### src/rtl/floor_scroller.sv
// Platform manager: scrolls live platforms while the slime is pinned at the ceiling, retires/respawns slots, keeps score.
// Latency 1 cycle from a tick to updated outputs; no backpressure, every tick is consumed.
module floor_scroller #(
  parameter int SPAWN_GAP = 100,
  parameter int BOTTOM    = 479,
  parameter int SCORE_W   = 16
) (
  input  logic               clk,
  input  logic               rst,
  input  logic               tick,
  input  logic               hit_ceiling,
  input  logic [8:0]         time_gap,
  output logic [9:0]         floor_pos_x0,
  output logic [9:0]         floor_pos_x1,
  output logic [9:0]         floor_pos_x2,
  output logic [9:0]         floor_pos_x3,
  output logic [9:0]         floor_pos_y0,
  output logic [9:0]         floor_pos_y1,
  output logic [9:0]         floor_pos_y2,
  output logic [9:0]         floor_pos_y3,
  output logic [3:0]         enable,
  output logic [SCORE_W-1:0] score
);

  typedef struct packed {
    logic [9:0] x;
    logic [9:0] y;
  } slot_t;

  localparam logic [9:0] GAP_Y    = 10'(SPAWN_GAP);
  localparam logic [9:0] BOTTOM_Y = 10'(BOTTOM);
  localparam logic [9:0] SPAWN_X0 = 10'd40;
  localparam logic [9:0] LFSR_RST = 10'h2A5;

  // index 3 first: slot3=(220,80) .. slot0=(300,380)
  localparam slot_t [3:0] SLOT_RST = {
    {10'd220, 10'd80},
    {10'd460, 10'd180},
    {10'd120, 10'd280},
    {10'd300, 10'd380}
  };

  slot_t [3:0]        slot_q, slot_d;
  logic [3:0]         en_q, en_d;
  logic [SCORE_W-1:0] score_q, score_d;
  logic [9:0]         lfsr_q;

  logic               step;
  logic               free_vld;
  logic [1:0]         free_idx;
  logic               any_live;
  logic [9:0]         min_y;
  logic               gap_ok;
  logic               spawn;

  // Pixel schedule: the slower the jump phase, the sparser the scroll steps.
  always_comb begin
    step = 1'b0;
    if (tick && hit_ceiling) begin
      if (time_gap >= 9'd1 && time_gap < 9'd80)
        step = 1'b1;
      else if (time_gap >= 9'd80 && time_gap < 9'd160)
        step = ~time_gap[0];
      else if (time_gap >= 9'd160 && time_gap < 9'd240)
        step = (time_gap[1:0] == 2'b00);
      else if (time_gap >= 9'd240 && time_gap <= 9'd320)
        step = (time_gap[2:0] == 3'b000);
    end
  end

  always_comb begin
    free_vld = 1'b0;
    free_idx = 2'd0;
    any_live = 1'b0;
    min_y    = 10'h3FF;
    // descending scan so the lowest free index wins
    for (int i = 3; i >= 0; i--) begin
      if (!en_q[i]) begin
        free_vld = 1'b1;
        free_idx = 2'(i);
      end
    end
    for (int i = 0; i < 4; i++) begin
      if (en_q[i]) begin
        any_live = 1'b1;
        if (slot_q[i].y < min_y)
          min_y = slot_q[i].y;
      end
    end
  end

  assign gap_ok = !any_live || (min_y >= GAP_Y);
  assign spawn  = tick && free_vld && gap_ok;

  // Scroll decisions use pre-tick enables, so a retiring slot cannot be respawned this tick
  // and a spawning slot (free pre-tick) is never scrolled.
  always_comb begin
    slot_d  = slot_q;
    en_d    = en_q;
    score_d = score_q;
    if (step) begin
      for (int i = 0; i < 4; i++) begin
        if (en_q[i]) begin
          if (slot_q[i].y == BOTTOM_Y)
            en_d[i] = 1'b0;
          else
            slot_d[i].y = slot_q[i].y + 10'd1;
        end
      end
      if (score_q != {SCORE_W{1'b1}})
        score_d = score_q + SCORE_W'(1);
    end
    if (spawn) begin
      slot_d[free_idx].y = 10'd0;
      slot_d[free_idx].x = {1'b0, lfsr_q[8:0]} + SPAWN_X0;
      en_d[free_idx]     = 1'b1;
    end
  end

  always_ff @(posedge clk or posedge rst) begin
    if (rst) begin
      slot_q  <= SLOT_RST;
      en_q    <= 4'b1111;
      score_q <= '0;
    end else if (tick) begin
      slot_q  <= slot_d;
      en_q    <= en_d;
      score_q <= score_d;
    end
  end

  // Free-running x source, maximal-length taps so it never locks at zero.
  always_ff @(posedge clk or posedge rst) begin
    if (rst)
      lfsr_q <= LFSR_RST;
    else
      lfsr_q <= {lfsr_q[8:0], lfsr_q[9] ^ lfsr_q[6]};
  end

  assign floor_pos_x0 = slot_q[0].x;
  assign floor_pos_x1 = slot_q[1].x;
  assign floor_pos_x2 = slot_q[2].x;
  assign floor_pos_x3 = slot_q[3].x;
  assign floor_pos_y0 = slot_q[0].y;
  assign floor_pos_y1 = slot_q[1].y;
  assign floor_pos_y2 = slot_q[2].y;
  assign floor_pos_y3 = slot_q[3].y;
  assign enable       = en_q;
  assign score        = score_q;

endmodule

### config.mk
export PLATFORM = sky130hd
export DESIGN_NAME = floor_scroller
export DESIGN_NICKNAME = d
export VERILOG_FILES = /design/src/rtl/floor_scroller.sv
export SDC_FILE = /design/constraint.sdc
export NUM_CORES = 1
export LEC_CHECK = 0
export ABC_AREA = 1
export BUFFER_PORTS_ARGS = -buffer_cell sky130_fd_sc_hd__buf_2
export CAP_MARGIN = 20
export CELL_PAD_IN_SITES_DETAIL_PLACEMENT = 1
export CELL_PAD_IN_SITES_GLOBAL_PLACEMENT = 1
export CORE_ASPECT_RATIO = 0.5
export CORE_UTILIZATION = 45
export DETAILED_ROUTE_END_ITERATION = 6
export GPL_ROUTABILITY_DRIVEN = 0
export GPL_TIMING_DRIVEN = 0
export PLACE_DENSITY = 0.95
export SYNTH_ARGS = -nofsm -noshare
export SYNTH_HDL_FRONTEND = slang
export SYNTH_SLANG_ARGS = --single-unit
### constraint.sdc
create_clock -name clk -period 8.35 [get_ports clk]
set_clock_uncertainty 0.15 [all_clocks]
set_input_delay 1.67 -clock clk [delete_from_list [all_inputs] [get_ports clk]]
set_output_delay 1.67 -clock clk [all_outputs]
set_load 0.02 [all_outputs]
-- After elaboration in Yosys (flattened, before gate mapping)
Index checks and enable logic that the tools add are counted.
W data, S select, Z words.
- bits in registers: 110
- output and inout port bits: 100
- input port bits: 13
- eq/ne operators: 5
- reductions and logical operators: 14
- bitwise operators: 3
- order comparisons: 15
- muxes and demuxes: 56
- $add $sub $neg: 6
- operators with widths (kind ; count):
    $mux W10 ; 21
    $bwmux W80 ; 2
    $demux W20 S2 ; 2
    $mux W70 ; 1
    $add A10 B1 Y10 const B ; 4
    $eq A10 B9 Y1 const B ; 4
    $lt A10 B10 Y1 ; 3
    $mux W1 ; 22
    $mux W20 ; 1
    $ge A9 B8 Y1 const B ; 2
    $lt A9 B8 Y1 const B ; 2
    $add A16 B1 Y16 const B ; 1
    $ne A16 B16 Y1 const B ; 1
    $add A9 B6 Y10 const B ; 1
    $ge A10 B7 Y1 const B ; 1
    $lt A10 B10 Y1 const B ; 1
    $ge A9 B1 Y1 const B ; 1
    $ge A9 B7 Y1 const B ; 1
    $le A9 B9 Y1 const B ; 1
    $lt A9 B7 Y1 const B ; 1
    $logic_and A1 B1 Y1 ; 8
    $mux W2 ; 4
    $mux W4 ; 2
    $or A4 B4 Y4 ; 1
    11 further kinds ; 11

-- Depth between registers and ports, before layout
Gate-level depths: netlist of run 1.
- word-level depth: 16
- mapped depth: 44
- gate-level depth less buffers: 41

-- Worst setup path after synthesis of run 1
Ideal clock, no wire load.
- kind: reg2reg
- from: register en_q[0], in the netlist enable[0]
- to: register slot_q, in the netlist floor_pos_x1[9]
- slack: 2.995 ns
- stages on the path, launching flop included: 38
- data arrival time: 5.087 ns
- buffers on the path: 4
- clock period less this slack: 5.355 ns
- library setup time: 0.118 ns
- cell sequence: dfstp_2 > inv_2 > clkbuf_1 > nor2_1 > ha_1 > nand2_1 > inv_1 > o21ai_1 > nand2_1 > nor2_1 > nand3_4 > clkbuf_1 > nand2_1 > o21ai_0 > ha_1 > a21oi_1 > nor2_1 > a2111oi_0 > [2 not listed] > nand2_4 > buf_6 > nand2_1 > o21ai_1 > ha_1 > nand2_1 > nor2_1 > a211oi_1 > o221ai_1 > nor2_1 > nand3_1 > nand2_1 > inv_2 > nand2_4 > nand3_1 > buf_4 > nand2_1 > nand2_1
- word-level cells in the longest chain between the ends: 14
- elaborated cells between the ends (all ways): 30
- ends and longest elaborated chain (what ; line ; RTL):
    start: declaration ; 44 ; logic [3:0] en_q, en_d;
    start signal: assignment ; 127 ; en_q <= en_d;
    $mux W10 ; 84 ; if (en_q[i]) begin
    $lt A10 B10 Y1 ; 86 ; if (slot_q[i].y < min_y)
    $mux W10 ; 86 ;
    $mux W10 ; 84 ;
    $lt A10 B10 Y1 ; 86 ;
    $mux W10 ; 86 ;
    $mux W10 ; 84 ;
    $lt A10 B10 Y1 ; 86 ;
    $mux W10 ; 86 ;
    $mux W10 ; 84 ;
    $ge A10 B7 Y1 ; 92 ; assign gap_ok = !any_live || (min_y >= GAP_Y);
    $logic_or A1 B1 Y1 ; 92 ;
    $logic_and A1 B1 Y1 ; 93 ; assign spawn = tick && free_vld && gap_ok;
    $reduce_and A2 Y1 (no source line) ; -- ;
    end signal: assignment ; 126 ; slot_q <= slot_d;
    end: declaration ; 43 ; slot_t [3:0] slot_q, slot_d;
Parallel ways exist; a longest one is shown, timed or not.
A chain may end at the register's enable or synchronous reset.

-- Worst setup path in the final report of run 1
- from: register en_q[0], in the netlist enable[0]
- to: register slot_q, in the netlist floor_pos_x1[7]
The elaborated chain is that of the path after synthesis.

==> results.sh, run 1 <==
export IMPL_status="completed"
export IMPL_reg2reg_to="floor_pos_x1[7]$_DFFE_PP0P_"
export IMPL_share_of_synthesized_flip_flops_with_an_asynchronous_set_or_reset_pct=100
export IMPL_post_synth_num_cell_types=46
export IMPL_worst_slew_pin_slew_ns=0.837
export IMPL_worst_r2r_startpoint="enable[0]$_DFFE_PP1P_"
export IMPL_synth_enable_flop_cells=0
export IMPL_critical_path_slowest_cell="sky130_fd_sc_hd__dfstp_2"
export IMPL_post_synth_instance_area_um2=6440
export IMPL_relSlewSlack_pct=43.7
export IMPL_number_of_antenna_violations_at_the_first_check_in_global_routing=0
export IMPL_ctsRootBufferMaster="sky130_fd_sc_hd__clkbuf_16"
export IMPL_report_final_hold_viol_count=0
export IMPL_final_setup_viols=0
export IMPL_place_hpwl_mm=15.5
export IMPL_cts_repair_timing_setup_buffer_count=0
export IMPL_syn_area_per_cell_um2=8.10
export IMPL_synth_largest_area_cell="sky130_fd_sc_hd__dfrtp_1"
export IMPL_clk_pin_slew_ns=0.08
export IMPL_fin_setup_tns_ns=0
export IMPL_finalHoldWorstSlack_ns=0.263
export IMPL_grt_first_pass_wirelength_mm=36.6
export IMPL_core_rowCount=30
export IMPL_top_metal_layer_carrying_routed_signals="met4"
export IMPL_dr_pass1_iters=5
export IMPL_critical_path_endpoint="floor_pos_x1[7]$_DFFE_PP0P_"
export IMPL_ys_seq_area_share_pct=43.6
export IMPL_worst_path_largest_cell_delay_ns=0.63
export IMPL_htree_levels=3
export IMPL_final_nets=962
export IMPL_flow_area_growth_from_synthesis_pct=17.4
export IMPL_met2_length_mm=11.1
export IMPL_cp_start_kind="flip-flop"
export IMPL_maxClockFrequency_ghz=0.141
export IMPL_cp_data_required_time_ns=8.45
export IMPL_hold_buffers=0
export IMPL_postCtsResizedCells=0
export IMPL_die_width_um=171
export IMPL_fin_crit_ns=7.10
export IMPL_core_region_area_um2=13700
export IMPL_post_route_cells_drive_above_1_share_pct=22.9
export IMPL_critical_path_top_cell_by_count="sky130_fd_sc_hd__nand2_1"
export IMPL_ys_top_cells_by_area="sky130_fd_sc_hd__dfrtp_1, sky130_fd_sc_hd__dfstp_2, sky130_fd_sc_hd__nand2_1, sky130_fd_sc_hd__ha_1, sky130_fd_sc_hd__nor2_1"
export IMPL_synth_cells=795
export IMPL_globalRoute_totalOverflow=0
export IMPL_post_synth_top_area_fraction_pct=26.4
export IMPL_die_h_um=86.6
export IMPL_worst_endpoint_arrival_ns=7.19
export IMPL_mappedNetlistNets=838
export IMPL_die_area_um2=14800
export IMPL_drt_initial_drc_count=461
export IMPL_start_util_pct=46.8
export IMPL_post_drt_via_cell_ratio=5.78
export IMPL_detail_route_drc_violations=0
export IMPL_synth_warning_count=0
export IMPL_criticalPathCategory="flip-flop to flip-flop"
export IMPL_final_worst_path_period_share_pct=85.0
export IMPL_grt_max_degree=57
export IMPL_rsz0062_at_grt="no"
export IMPL_placement_setup_worst_slack_ns=1.75
export IMPL_critical_path_peak_fanout=10
export IMPL_detail_route_wirelength_met1_mm=9.65
export IMPL_ys_flop_type="sky130_fd_sc_hd__dfrtp_1"
export IMPL_buffer_ports_inserted=112
export IMPL_cts_buffer_depth=2
export IMPL_critical_path_startpoint="enable[0]$_DFFE_PP1P_"
export IMPL_first_global_vias=6739
export IMPL_totalWireLength_mm=23.0
export IMPL_tritoncts="done"
export IMPL_worst_skew_pair_late_latency_ns=0.37
export IMPL_antenna_cells_inserted=0
export IMPL_reg2reg_depth=35
export IMPL_max_cap_violations=0
export IMPL_gr_usage_all_layers_pct=32.4
export IMPL_wire_per_inst_um=20.6
export IMPL_numClockSinks=110
export IMPL_final_max_slew_viol_count=0
export IMPL_cts_made_buffers=9
export IMPL_num_vias=6447
export IMPL_postSynthRegisterBits=110
export IMPL_least_setup_slack_across_all_paths_after_layout_ns=1.25
export IMPL_detailroute_wirelength_met3_mm=1.47
export IMPL_post_route_util_pct=55.0
export IMPL_startpoint_of_the_tightest_hold_check_path="lfsr_q[8]$_DFF_PP0_"
export IMPL_ios=113
export IMPL_timing_critical_path_to_type="flip-flop"
export IMPL_r2r_slack_ns=1.25
export IMPL_route_antenna_remaining_nets=0
export IMPL_hold_wc_path_type="flip-flop to flip-flop"
==> registers in the layout, indices dropped and copies added, names as in the netlist <==
signal / flops
enable: 4
floor_pos_x0: 10
floor_pos_x1: 10
floor_pos_x2: 10
floor_pos_x3: 10
floor_pos_y0: 10
floor_pos_y1: 10
floor_pos_y2: 10
floor_pos_y3: 10
lfsr_q: 10
score: 16
==> cell families (layout without fill, tap and decap cells) <==
group / count (synthesis) / in the layout / synth area share [%]
AOI/OAI and AO/OA: 75 / 75 / 7.41
xor gates and xnor gates: 48 / 48 / 6.53
adders and majority gates: 30 / 30 / 5.83
DFF: 110 / 110 / 43.6
muxes: 1 / 1 / 0.175
and+or+nand+nor: 424 / 424 / 29.5
buffers and inverters: 107 / 236 / 6.96
==> placed cells by master (no fill, tap or decap), drive strengths merged, types with 3 or more instances in the layout <==
| cell | netlist | layout |
|---|---|---|
| ha | 30 | 30 |
| a22oi | 3 | 3 |
| buf | 11 | 124 |
| nand3b | 3 | 3 |
| a31oi | 9 | 9 |
| dfstp | 42 | 42 |
| dfrtp | 68 | 68 |
| xor2 | 39 | 39 |
| nand2 | 205 | 205 |
| a21oi | 11 | 11 |
| nand4 | 55 | 55 |
| nor2 | 94 | 94 |
| o21ai | 39 | 39 |
| clkbuf | 12 | 22 |
| inv | 84 | 88 |
| nand3 | 39 | 39 |
| xnor2 | 9 | 9 |
| nor4 | 6 | 6 |
| nor3 | 18 | 18 |
==> metrics by stage <==
stage	cell area (µm²)	instances
3_3_place_gp	7240	1099
2_1_floorplan	6440	795
6_report	7560	1116
3_5_place_dp	7270	1100
4_1_cts	7560	1116
5_1_grt	7560	1116
==> area by class of cell <==
| class | count | area [µm²] |
|---|---|---|
| Clock buffer | 10 | 229 |
| Buffer | 23 | 133 |
| Inverter | 84 | 318 |
| Fill cell | 1751 | 6180 |
| Timing Repair Buffer | 113 | 588 |
| Tap cell | 192 | 240 |
| Clock inverter | 6 | 62.6 |
| Multi-Input combinational cell | 578 | 3180 |
| Sequential cell | 110 | 2810 |
==> layer usage <==
metal	vias up	global-route usage (%)
met3	81	5.71
li1	2876	-
met5	-	0
met2	295	55.0
met1	3195	40.8
met4	0	14.5
==> critical path: cells and delay by family (launching register included) <==
| kind | cells | cell delay, ns |
|---|---|---|
| buffers and inverters | 7 | 1.10 |
| adder cells (fa/ha/maj) | 3 | 0.92 |
| flip-flops | 1 | 0.63 |
| AO/OA/AOI/OAI | 8 | 1.70 |
| AND/OR/NAND/NOR | 17 | 2.46 |
==> synth_stat cells (2+ instances only) <==
cell,instances
sky130_fd_sc_hd__nand2_1,201
sky130_fd_sc_hd__nor2_1,93
sky130_fd_sc_hd__inv_1,75
sky130_fd_sc_hd__dfrtp_1,68
sky130_fd_sc_hd__nand4_1,55
sky130_fd_sc_hd__dfstp_2,42
sky130_fd_sc_hd__xor2_1,39
sky130_fd_sc_hd__nand3_1,35
sky130_fd_sc_hd__o21ai_0,34
sky130_fd_sc_hd__ha_1,30
sky130_fd_sc_hd__nor3_1,17
sky130_fd_sc_hd__clkbuf_1,12
sky130_fd_sc_hd__a21oi_1,11
sky130_fd_sc_hd__inv_2,9
sky130_fd_sc_hd__xnor2_1,9
sky130_fd_sc_hd__a31oi_2,7
sky130_fd_sc_hd__nor4_1,6
sky130_fd_sc_hd__buf_6,5
sky130_fd_sc_hd__o21ai_1,5
sky130_fd_sc_hd__buf_2,4
sky130_fd_sc_hd__a22oi_1,3
sky130_fd_sc_hd__nand3_2,3
sky130_fd_sc_hd__nand3b_1,3
sky130_fd_sc_hd__a31oi_1,2
sky130_fd_sc_hd__nand2_2,2
sky130_fd_sc_hd__nand2_4,2
sky130_fd_sc_hd__o21a_1,2
sky130_fd_sc_hd__o22ai_1,2
sky130_fd_sc_hd__or2_2,2
==> how the worst min path moves through the flow <==
| stage | slack, ns | endpoint | cells after the start |
|---|---|---|---|
| finish | 0.26 | lfsr_q[9]$_DFF_PP1_ | 0 |
| global placement | 0.24 | lfsr_q[5]$_DFF_PP1_ | 0 |
| CTS | 0.27 | lfsr_q[9]$_DFF_PP1_ | 0 |
| detailed placement | 0.25 | lfsr_q[9]$_DFF_PP1_ | 0 |
| floorplan | 0.23 | lfsr_q[5]$_DFF_PP1_ | 0 |
| global route | 0.28 | lfsr_q[9]$_DFF_PP1_ | 0 |
Power of run 1 is left out: the tool's default activity adds up to more than one toggle a clock period on the data nets, which glitch-free logic cannot reach.
==> inputs of run 2 (changes only) <==
==> config.mk (replaced) <==
export PLATFORM = sky130hd
export DESIGN_NAME = floor_scroller
export DESIGN_NICKNAME = d
export VERILOG_FILES = /design/src/rtl/floor_scroller.sv
export SDC_FILE = /design/constraint.sdc
export NUM_CORES = 1
export LEC_CHECK = 0
export ABC_AREA = 0
export BUFFER_PORTS_ARGS = -buffer_cell sky130_fd_sc_hd__buf_2
export CAP_MARGIN = 20
export CELL_PAD_IN_SITES_DETAIL_PLACEMENT = 1
export CELL_PAD_IN_SITES_GLOBAL_PLACEMENT = 1
export CORE_ASPECT_RATIO = 0.5
export CORE_UTILIZATION = 39
export DETAILED_ROUTE_END_ITERATION = 6
export GPL_ROUTABILITY_DRIVEN = 0
export GPL_TIMING_DRIVEN = 0
export PLACE_DENSITY = 0.86
export SYNTH_ARGS = -nofsm -noshare
export SYNTH_HDL_FRONTEND = slang
export SYNTH_SLANG_ARGS = --single-unit
==> constraint.sdc (replaced) <==
create_clock -name clk -period 6.2 [get_ports clk]
set_clock_uncertainty 0.15 [all_clocks]
set_input_delay 1.24 -clock clk [delete_from_list [all_inputs] [get_ports clk]]
set_output_delay 1.24 -clock clk [all_outputs]
set_load 0.02 [all_outputs]
==> results.sh, run 2 <==
export IMPL_flow_area_growth_from_synthesis_pct=42.2
export IMPL_max_cap_violations=0
export IMPL_final_nets=811
export IMPL_cp_data_required_time_ns=6.35
export IMPL_internal_power_mw=2.71
export IMPL_detail_route_drc_violations=0
export IMPL_core_rowCount=31
export IMPL_syn_area_per_cell_um2=10.4
export IMPL_first_global_vias=5999
export IMPL_post_route_cell_area_um2=8550
export IMPL_cp_start_kind="flip-flop"
export IMPL_post_route_util_pct=58.0
export IMPL_report_final_hold_viol_count=0
export IMPL_die_h_um=89.8
export IMPL_combinational_power_share_pct=70.6
export IMPL_fin_crit_ns=7.83
export IMPL_gr_usage_all_layers_pct=29.8
export IMPL_regArea_um2=2810
export IMPL_r2r_slack_ns=-1.63
export IMPL_die_area_um2=15900
export IMPL_htree_levels=3
export IMPL_die_width_um=178
export IMPL_timing_critical_path_to_type="flip-flop"
export IMPL_violations="setup timing"
export IMPL_maxClockFrequency_ghz=0.128
export IMPL_ys_seq_area_share_pct=46.7
export IMPL_synth_largest_area_cell="sky130_fd_sc_hd__dfrtp_1"
export IMPL_ys_flop_type="sky130_fd_sc_hd__dfrtp_1"
export IMPL_cts_buffer_depth=2
export IMPL_critical_path_peak_fanout=8
export IMPL_num_fill_cells=1585
export IMPL_dpl_instance_area_um2=7030
export IMPL_rsz0062_at_grt="yes"
export IMPL_kind_of_cell_adding_the_most_delay_to_the_critical_path="compound AO/OA/AOI/OAI gates"
export IMPL_globalRoute_totalOverflow=0
export IMPL_buffer_ports_inserted=111
export IMPL_ys_top_cells_by_area="sky130_fd_sc_hd__dfrtp_1, sky130_fd_sc_hd__dfstp_2, sky130_fd_sc_hd__ha_1, sky130_fd_sc_hd__xnor2_1, sky130_fd_sc_hd__mux2_1"
export IMPL_wire_per_inst_um=28.6
export IMPL_tritoncts="done"
export IMPL_multi_input_area_um2=3720
export IMPL_cts_made_buffers=9
export IMPL_ctsRootBufferMaster="sky130_fd_sc_hd__clkbuf_16"
export IMPL_grt_max_degree=64
export IMPL_worst_skew_pair_late_latency_ns=0.38
export IMPL_relSlewSlack_pct=40.2
export IMPL_fin_setup_tns_ns=-122.01
export IMPL_worst_slew_pin_slew_ns=0.898
export IMPL_reg2reg_depth=29
export IMPL_hold_wc_path_type="flip-flop to flip-flop"
export IMPL_post_synth_num_cell_types=58
export IMPL_criticalPathCategory="flip-flop to flip-flop"
export IMPL_most_frequent_cells_in_the_layout="sky130_fd_sc_hd__buf_2, sky130_fd_sc_hd__dfrtp_1, sky130_fd_sc_hd__buf_4"
export IMPL_hold_depth=0
export IMPL_worst_endpoint_arrival_ns=7.98
export IMPL_total_switching_power_mw=2.42
export IMPL_num_vias=6126
export IMPL_post_synth_top_area_fraction_pct=28.3
export IMPL_totalWireLength_mm=27.8
export IMPL_numClockSinks=110
export IMPL_placement_setup_worst_slack_ns=-2.03
export IMPL_post_drt_via_cell_ratio=6.30
export IMPL_least_setup_slack_across_all_paths_after_layout_ns=-1.63
export IMPL_post_synth_instance_area_um2=6010
export IMPL_core_region_area_um2=14700
export IMPL_mappedNetlistNets=623
export IMPL_share_of_synthesized_flip_flops_with_an_asynchronous_set_or_reset_pct=100
export IMPL_place_hpwl_mm=12.1
export IMPL_power_per_cell_area_nw_per_um2=600
export IMPL_critical_path_slowest_cell="sky130_fd_sc_hd__dfrtp_1"
export IMPL_drt_initial_drc_count=688
export IMPL_start_util_pct=40.8
export IMPL_synth_warning_count=0
export IMPL_static_leakage_power_nw=4.02
export IMPL_final_worst_path_period_share_pct=126
export IMPL_largest_register_ffs=16
export IMPL_p_sw_share_pct=47.2
export IMPL_hold_buffers=0
export IMPL_worst_path_largest_cell_delay_ns=0.57
export IMPL_mostFrequentLayoutCell="sky130_fd_sc_hd__buf_2"
export IMPL_final_max_slew_viol_count=0
export IMPL_postSynthRegisterBits=110
export IMPL_clk_pin_slew_ns=0.09
export IMPL_commonest_cells_in_the_netlist="sky130_fd_sc_hd__dfrtp_1, sky130_fd_sc_hd__nor2_1, sky130_fd_sc_hd__nand2_1"
export IMPL_finalHoldWorstSlack_ns=0.262
export IMPL_post_route_cells_drive_above_1_share_pct=49.2
export IMPL_pwr_share_clk_pct=11.9
export IMPL_finalPower_mw=5.13
export IMPL_vdd_drop_max_mv=0.314
export IMPL_number_of_antenna_violations_at_the_first_check_in_global_routing=0
export IMPL_ios=113
export IMPL_seq_power_share_pct=17.5
export IMPL_dr_pass1_iters=5
export IMPL_synth_cells=580
export IMPL_synth_enable_flop_cells=0
export IMPL_grt_first_pass_wirelength_mm=36.3
export IMPL_route_antenna_remaining_nets=0
export IMPL_status="finished with violations"
export IMPL_worstPathBufferInverterCount=8
export IMPL_layout_cells_non_filler=972
export IMPL_yosysMostFrequentCell="sky130_fd_sc_hd__dfrtp_1"
export IMPL_timing_critical_path_depth=29
export IMPL_final_setup_viols=84
export IMPL_placed_cells_incl_taps=890
-- run 2: changes by cell type after synthesis, sizes merged, moves of 10 or more --
cell,change
nor3,-10
nor2,-35
nor2b,+10
nand3,-14
inv,-67
mux2i,+10
nand2,-159
o21ai,-15
a21oi,+13
xnor2,+20
xor2,-19
nand4,-39
mux2,+37
-- run 2: final timing paths --
path,start,end
min in group asynchronous,rst,floor_pos_y3[1]$_DFFE_PP0P_
max in group asynchronous,rst,floor_pos_x2[3]$_DFFE_PP1P_
worst max register to register,floor_pos_y0[9]$_DFFE_PP0P_,floor_pos_x3[4]$_DFFE_PP1P_
worst min-delay path,lfsr_q[4]$_DFF_PP0_,lfsr_q[5]$_DFF_PP1_
worst max-delay path,floor_pos_y0[9]$_DFFE_PP0P_,floor_pos_x3[4]$_DFFE_PP1P_
worst min register to register,lfsr_q[4]$_DFF_PP0_,lfsr_q[5]$_DFF_PP1_
-- run 2: power groups by stage --
stage | combinational, mW | sequential, mW | clock, mW
after floorplan | 1.24 | 0.938 | 0
after global placement | 1.63 | 0.896 | 0
after detailed placement | 1.69 | 0.898 | 0
after CTS | 2.54 | 0.874 | 0.591
after global routing | 3.70 | 0.900 | 0.638
final | 3.62 | 0.898 | 0.608
-- run 2: cell families after synthesis --
family                     after synthesis  share of synthesized area (%)
AOI/OAI and AO/OA                       91                           10.2
xor gates and xnor gates                49                           7.14
adders and majority gates               31                           6.41
buffers and inverters                   41                           2.75
DFF                                    110                           46.7
muxes                                   48                           9.03
and+or+nand+nor                        210                           17.8
-- run 2: what timing repair did --
item / in CTS / in global routing
gates cloned: 4 / 1
gates resized for setup: 91 / 63
pin swaps: 33 / 30
setup buffers: 47 / 22
endpoints found under the hold margin: 0 / 0
setup endpoints to repair: 84 / 84
-- run 2: cell type report --
class,count,area share (%)
diodes,1,0.0293
plain buffers,18,1.98
clock buffers,10,2.68
clock inverters,6,0.688
inverters,17,0.775
multi-input cells,429,43.5
flip-flops and latches,110,32.8
well taps,198,2.90
repair buffers,183,14.6
-- run 2: layer usage --
| metal | track usage (%) | vias up | routed length (µm) |
|---|---|---|---|
| met5 | 0 | - | 0 |
| met4 | 12.6 | 0 | 1870 |
| met3 | 6.68 | 159 | 2270 |
| met2 | 48.1 | 456 | 12500 |
| met1 | 38.4 | 3067 | 11100 |
| li1 | - | 2444 | - |
(Power assumes the default switching activity.)
==> inputs of run 3 (changes only) <==
--- a/config.mk
+++ b/config.mk
@@ -11,11 +11,11 @@
 export CELL_PAD_IN_SITES_DETAIL_PLACEMENT = 1
 export CELL_PAD_IN_SITES_GLOBAL_PLACEMENT = 1
 export CORE_ASPECT_RATIO = 0.5
-export CORE_UTILIZATION = 39
+export CORE_UTILIZATION = 30
 export DETAILED_ROUTE_END_ITERATION = 6
 export GPL_ROUTABILITY_DRIVEN = 0
 export GPL_TIMING_DRIVEN = 0
-export PLACE_DENSITY = 0.86
+export PLACE_DENSITY = 0.71
 export SYNTH_ARGS = -nofsm -noshare
 export SYNTH_HDL_FRONTEND = slang
 export SYNTH_SLANG_ARGS = --single-unit
==> constraint.sdc (replaced) <==
create_clock -name clk -period 6.9 [get_ports clk]
set_clock_uncertainty 0.15 [all_clocks]
set_input_delay 1.38 -clock clk [delete_from_list [all_inputs] [get_ports clk]]
set_output_delay 1.38 -clock clk [all_outputs]
set_load 0.02 [all_outputs]
==> results.sh, run 3 (synthesized netlist as in run 2, its figures left out) <==
export IMPL_hold_depth=0
export IMPL_first_global_vias=5339
export IMPL_worst_skew_pair_late_latency_ns=0.36
export IMPL_antenna_cells_inserted=0
export IMPL_cp_data_required_time_ns=7.00
export IMPL_total_switching_power_mw=1.77
export IMPL_status="finished with violations"
export IMPL_ctsRootBufferMaster="sky130_fd_sc_hd__clkbuf_16"
export IMPL_grt_max_degree=65
export IMPL_power_per_cell_area_nw_per_um2=485
export IMPL_htree_levels=3
export IMPL_critical_path_peak_fanout=8
export IMPL_numClockSinks=110
export IMPL_internal_power_mw=2.39
export IMPL_fin_crit_ns=7.26
export IMPL_ios=113
export IMPL_largest_register_ffs=16
export IMPL_finalPower_mw=4.16
export IMPL_top_metal_layer_carrying_routed_signals="met4"
export IMPL_report_final_hold_viol_count=0
export IMPL_cts_buffer_depth=2
export IMPL_start_util_pct=30.8
export IMPL_post_route_cells_drive_above_1_share_pct=47.5
export IMPL_critical_path_startpoint="floor_pos_y0[1]$_DFFE_PP0P_"
export IMPL_mostFrequentLayoutCell="sky130_fd_sc_hd__buf_2"
export IMPL_die_area_um2=20600
export IMPL_dpl_instance_area_um2=7110
export IMPL_detail_route_drc_violations=0
export IMPL_worst_slew_pin_slew_ns=0.871
export IMPL_layout_cells_non_filler=1041
export IMPL_totalWireLength_mm=20.2
export IMPL_gr_usage_all_layers_pct=18.3
export IMPL_least_setup_slack_across_all_paths_after_layout_ns=-0.365
export IMPL_detail_route_wirelength_met1_mm=9.23
export IMPL_worstPathBufferInverterCount=3
export IMPL_worst_endpoint_arrival_ns=7.36
export IMPL_final_worst_path_period_share_pct=105
export IMPL_placement_setup_worst_slack_ns=-1.50
export IMPL_most_frequent_cells_in_the_layout="sky130_fd_sc_hd__buf_2, sky130_fd_sc_hd__dfrtp_1, sky130_fd_sc_hd__buf_4"
export IMPL_final_max_slew_viol_count=0
export IMPL_number_of_antenna_violations_at_the_first_check_in_global_routing=0
export IMPL_clk_pin_slew_ns=0.08
export IMPL_globalRoute_totalOverflow=0
export IMPL_core_region_area_um2=19500
export IMPL_post_drt_via_cell_ratio=5.16
export IMPL_grt_first_pass_wirelength_mm=29.7
export IMPL_final_nets=813
export IMPL_tritoncts="done"
export IMPL_reg2reg_to="floor_pos_x1[2]$_DFFE_PP0P_"
export IMPL_startpoint_of_the_tightest_hold_check_path="lfsr_q[4]$_DFF_PP0_"
export IMPL_static_leakage_power_nw=3.99
export IMPL_criticalPathCategory="flip-flop to flip-flop"
export IMPL_buffer_ports_inserted=111
export IMPL_final_setup_viols=84
export IMPL_timing_critical_path_depth=30
export IMPL_critical_path_slowest_cell="sky130_fd_sc_hd__or4b_4"
export IMPL_combinational_power_share_pct=68.4
export IMPL_flow_area_growth_from_synthesis_pct=42.6
export IMPL_fin_setup_tns_ns=-18.54
export IMPL_max_cap_violations=0
export IMPL_worst_path_largest_cell_delay_ns=0.67
export IMPL_core_rowCount=36
export IMPL_r2r_slack_ns=-0.36
export IMPL_seq_power_share_pct=19.1
export IMPL_timing_critical_path_to_type="flip-flop"
export IMPL_kind_of_cell_adding_the_most_delay_to_the_critical_path="compound AO/OA/AOI/OAI gates"
export IMPL_vdd_drop_max_mv=0.332
export IMPL_placed_cells_incl_taps=958
export IMPL_cp_start_kind="flip-flop"
export IMPL_num_vias=5370
export IMPL_relSlewSlack_pct=41.4
export IMPL_cts_made_buffers=9
export IMPL_wire_per_inst_um=19.4
export IMPL_pwr_share_clk_pct=12.5
export IMPL_hold_buffers=0
export IMPL_dr_pass1_iters=4
export IMPL_violations="setup timing"
export IMPL_die_h_um=102
export IMPL_rsz0062_at_grt="yes"
export IMPL_maxClockFrequency_ghz=0.138
export IMPL_drt_initial_drc_count=298
export IMPL_met2_length_mm=9.97
export IMPL_hold_wc_path_type="flip-flop to flip-flop"
export IMPL_p_sw_share_pct=42.6
export IMPL_min_to="lfsr_q[5]$_DFF_PP1_"
export IMPL_place_hpwl_mm=12.9
export IMPL_reg2reg_depth=30
export IMPL_route_antenna_remaining_nets=0
export IMPL_post_route_cell_area_um2=8570
export IMPL_detailroute_wirelength_met3_um=646
export IMPL_worst_r2r_startpoint="floor_pos_y0[1]$_DFFE_PP0P_"
export IMPL_die_width_um=202
-- run 3: power groups by stage --
stage               clock (mW)  combinational (mW)  sequential (mW)
global placement             0                1.48            0.808
floorplan                    0                1.11            0.842
global route             0.555                3.00            0.805
CTS                      0.535                2.18            0.788
detailed placement           0                1.52            0.810
finish                   0.519                2.84            0.796
-- run 3: layer usage --
metal	vias up	GRT usage [%]
met1	2781	24.6
met2	111	30.4
met3	30	3.16
met4	0	5.26
met5	-	0
li1	2448	-
-- run 3: cell type report --
class                   instances  area, µm²
repair buffers                186       1260
plain buffers                  17        144
clock buffers                   9        225
multi-input cells             429       3670
flip-flops and latches        110       2810
inverters                      17       66.3
well taps                     266        333
fillers                      2199      11000
clock inverters                 7       63.8
-- run 3: how the worst max path moves through the flow --
stage | to | slack (ns)
3_3_place_gp | floor_pos_y2[1]$_DFFE_PP0P_ | -1.33
2_1_floorplan | floor_pos_x1[0]$_DFFE_PP0P_ | -0.25
3_5_place_dp | floor_pos_y2[1]$_DFFE_PP0P_ | -1.50
4_1_cts | floor_pos_x1[2]$_DFFE_PP0P_ | -0.41
6_report | floor_pos_x1[2]$_DFFE_PP0P_ | -0.36
5_1_grt | floor_pos_x0[7]$_DFFE_PP0P_ | -0.54
-- run 3: repair_timing --
action | in CTS | in global routing
endpoints found under the setup margin | 84 | 84
cloned | 2 | 3
pin swaps | 28 | 52
buffers inserted | 39 | 30
resized for setup | 69 | 89
-- run 3: metrics by stage --
| step | hold slack [ns] | utilization, % |
|---|---|---|
| after floorplan | 0.228 | - |
| after global placement | 0.236 | 36.2 |
| after detailed placement | 0.243 | 36.4 |
| after CTS | 0.261 | 40.8 |
| after global routing | 0.276 | 43.9 |
| final | 0.258 | 43.9 |
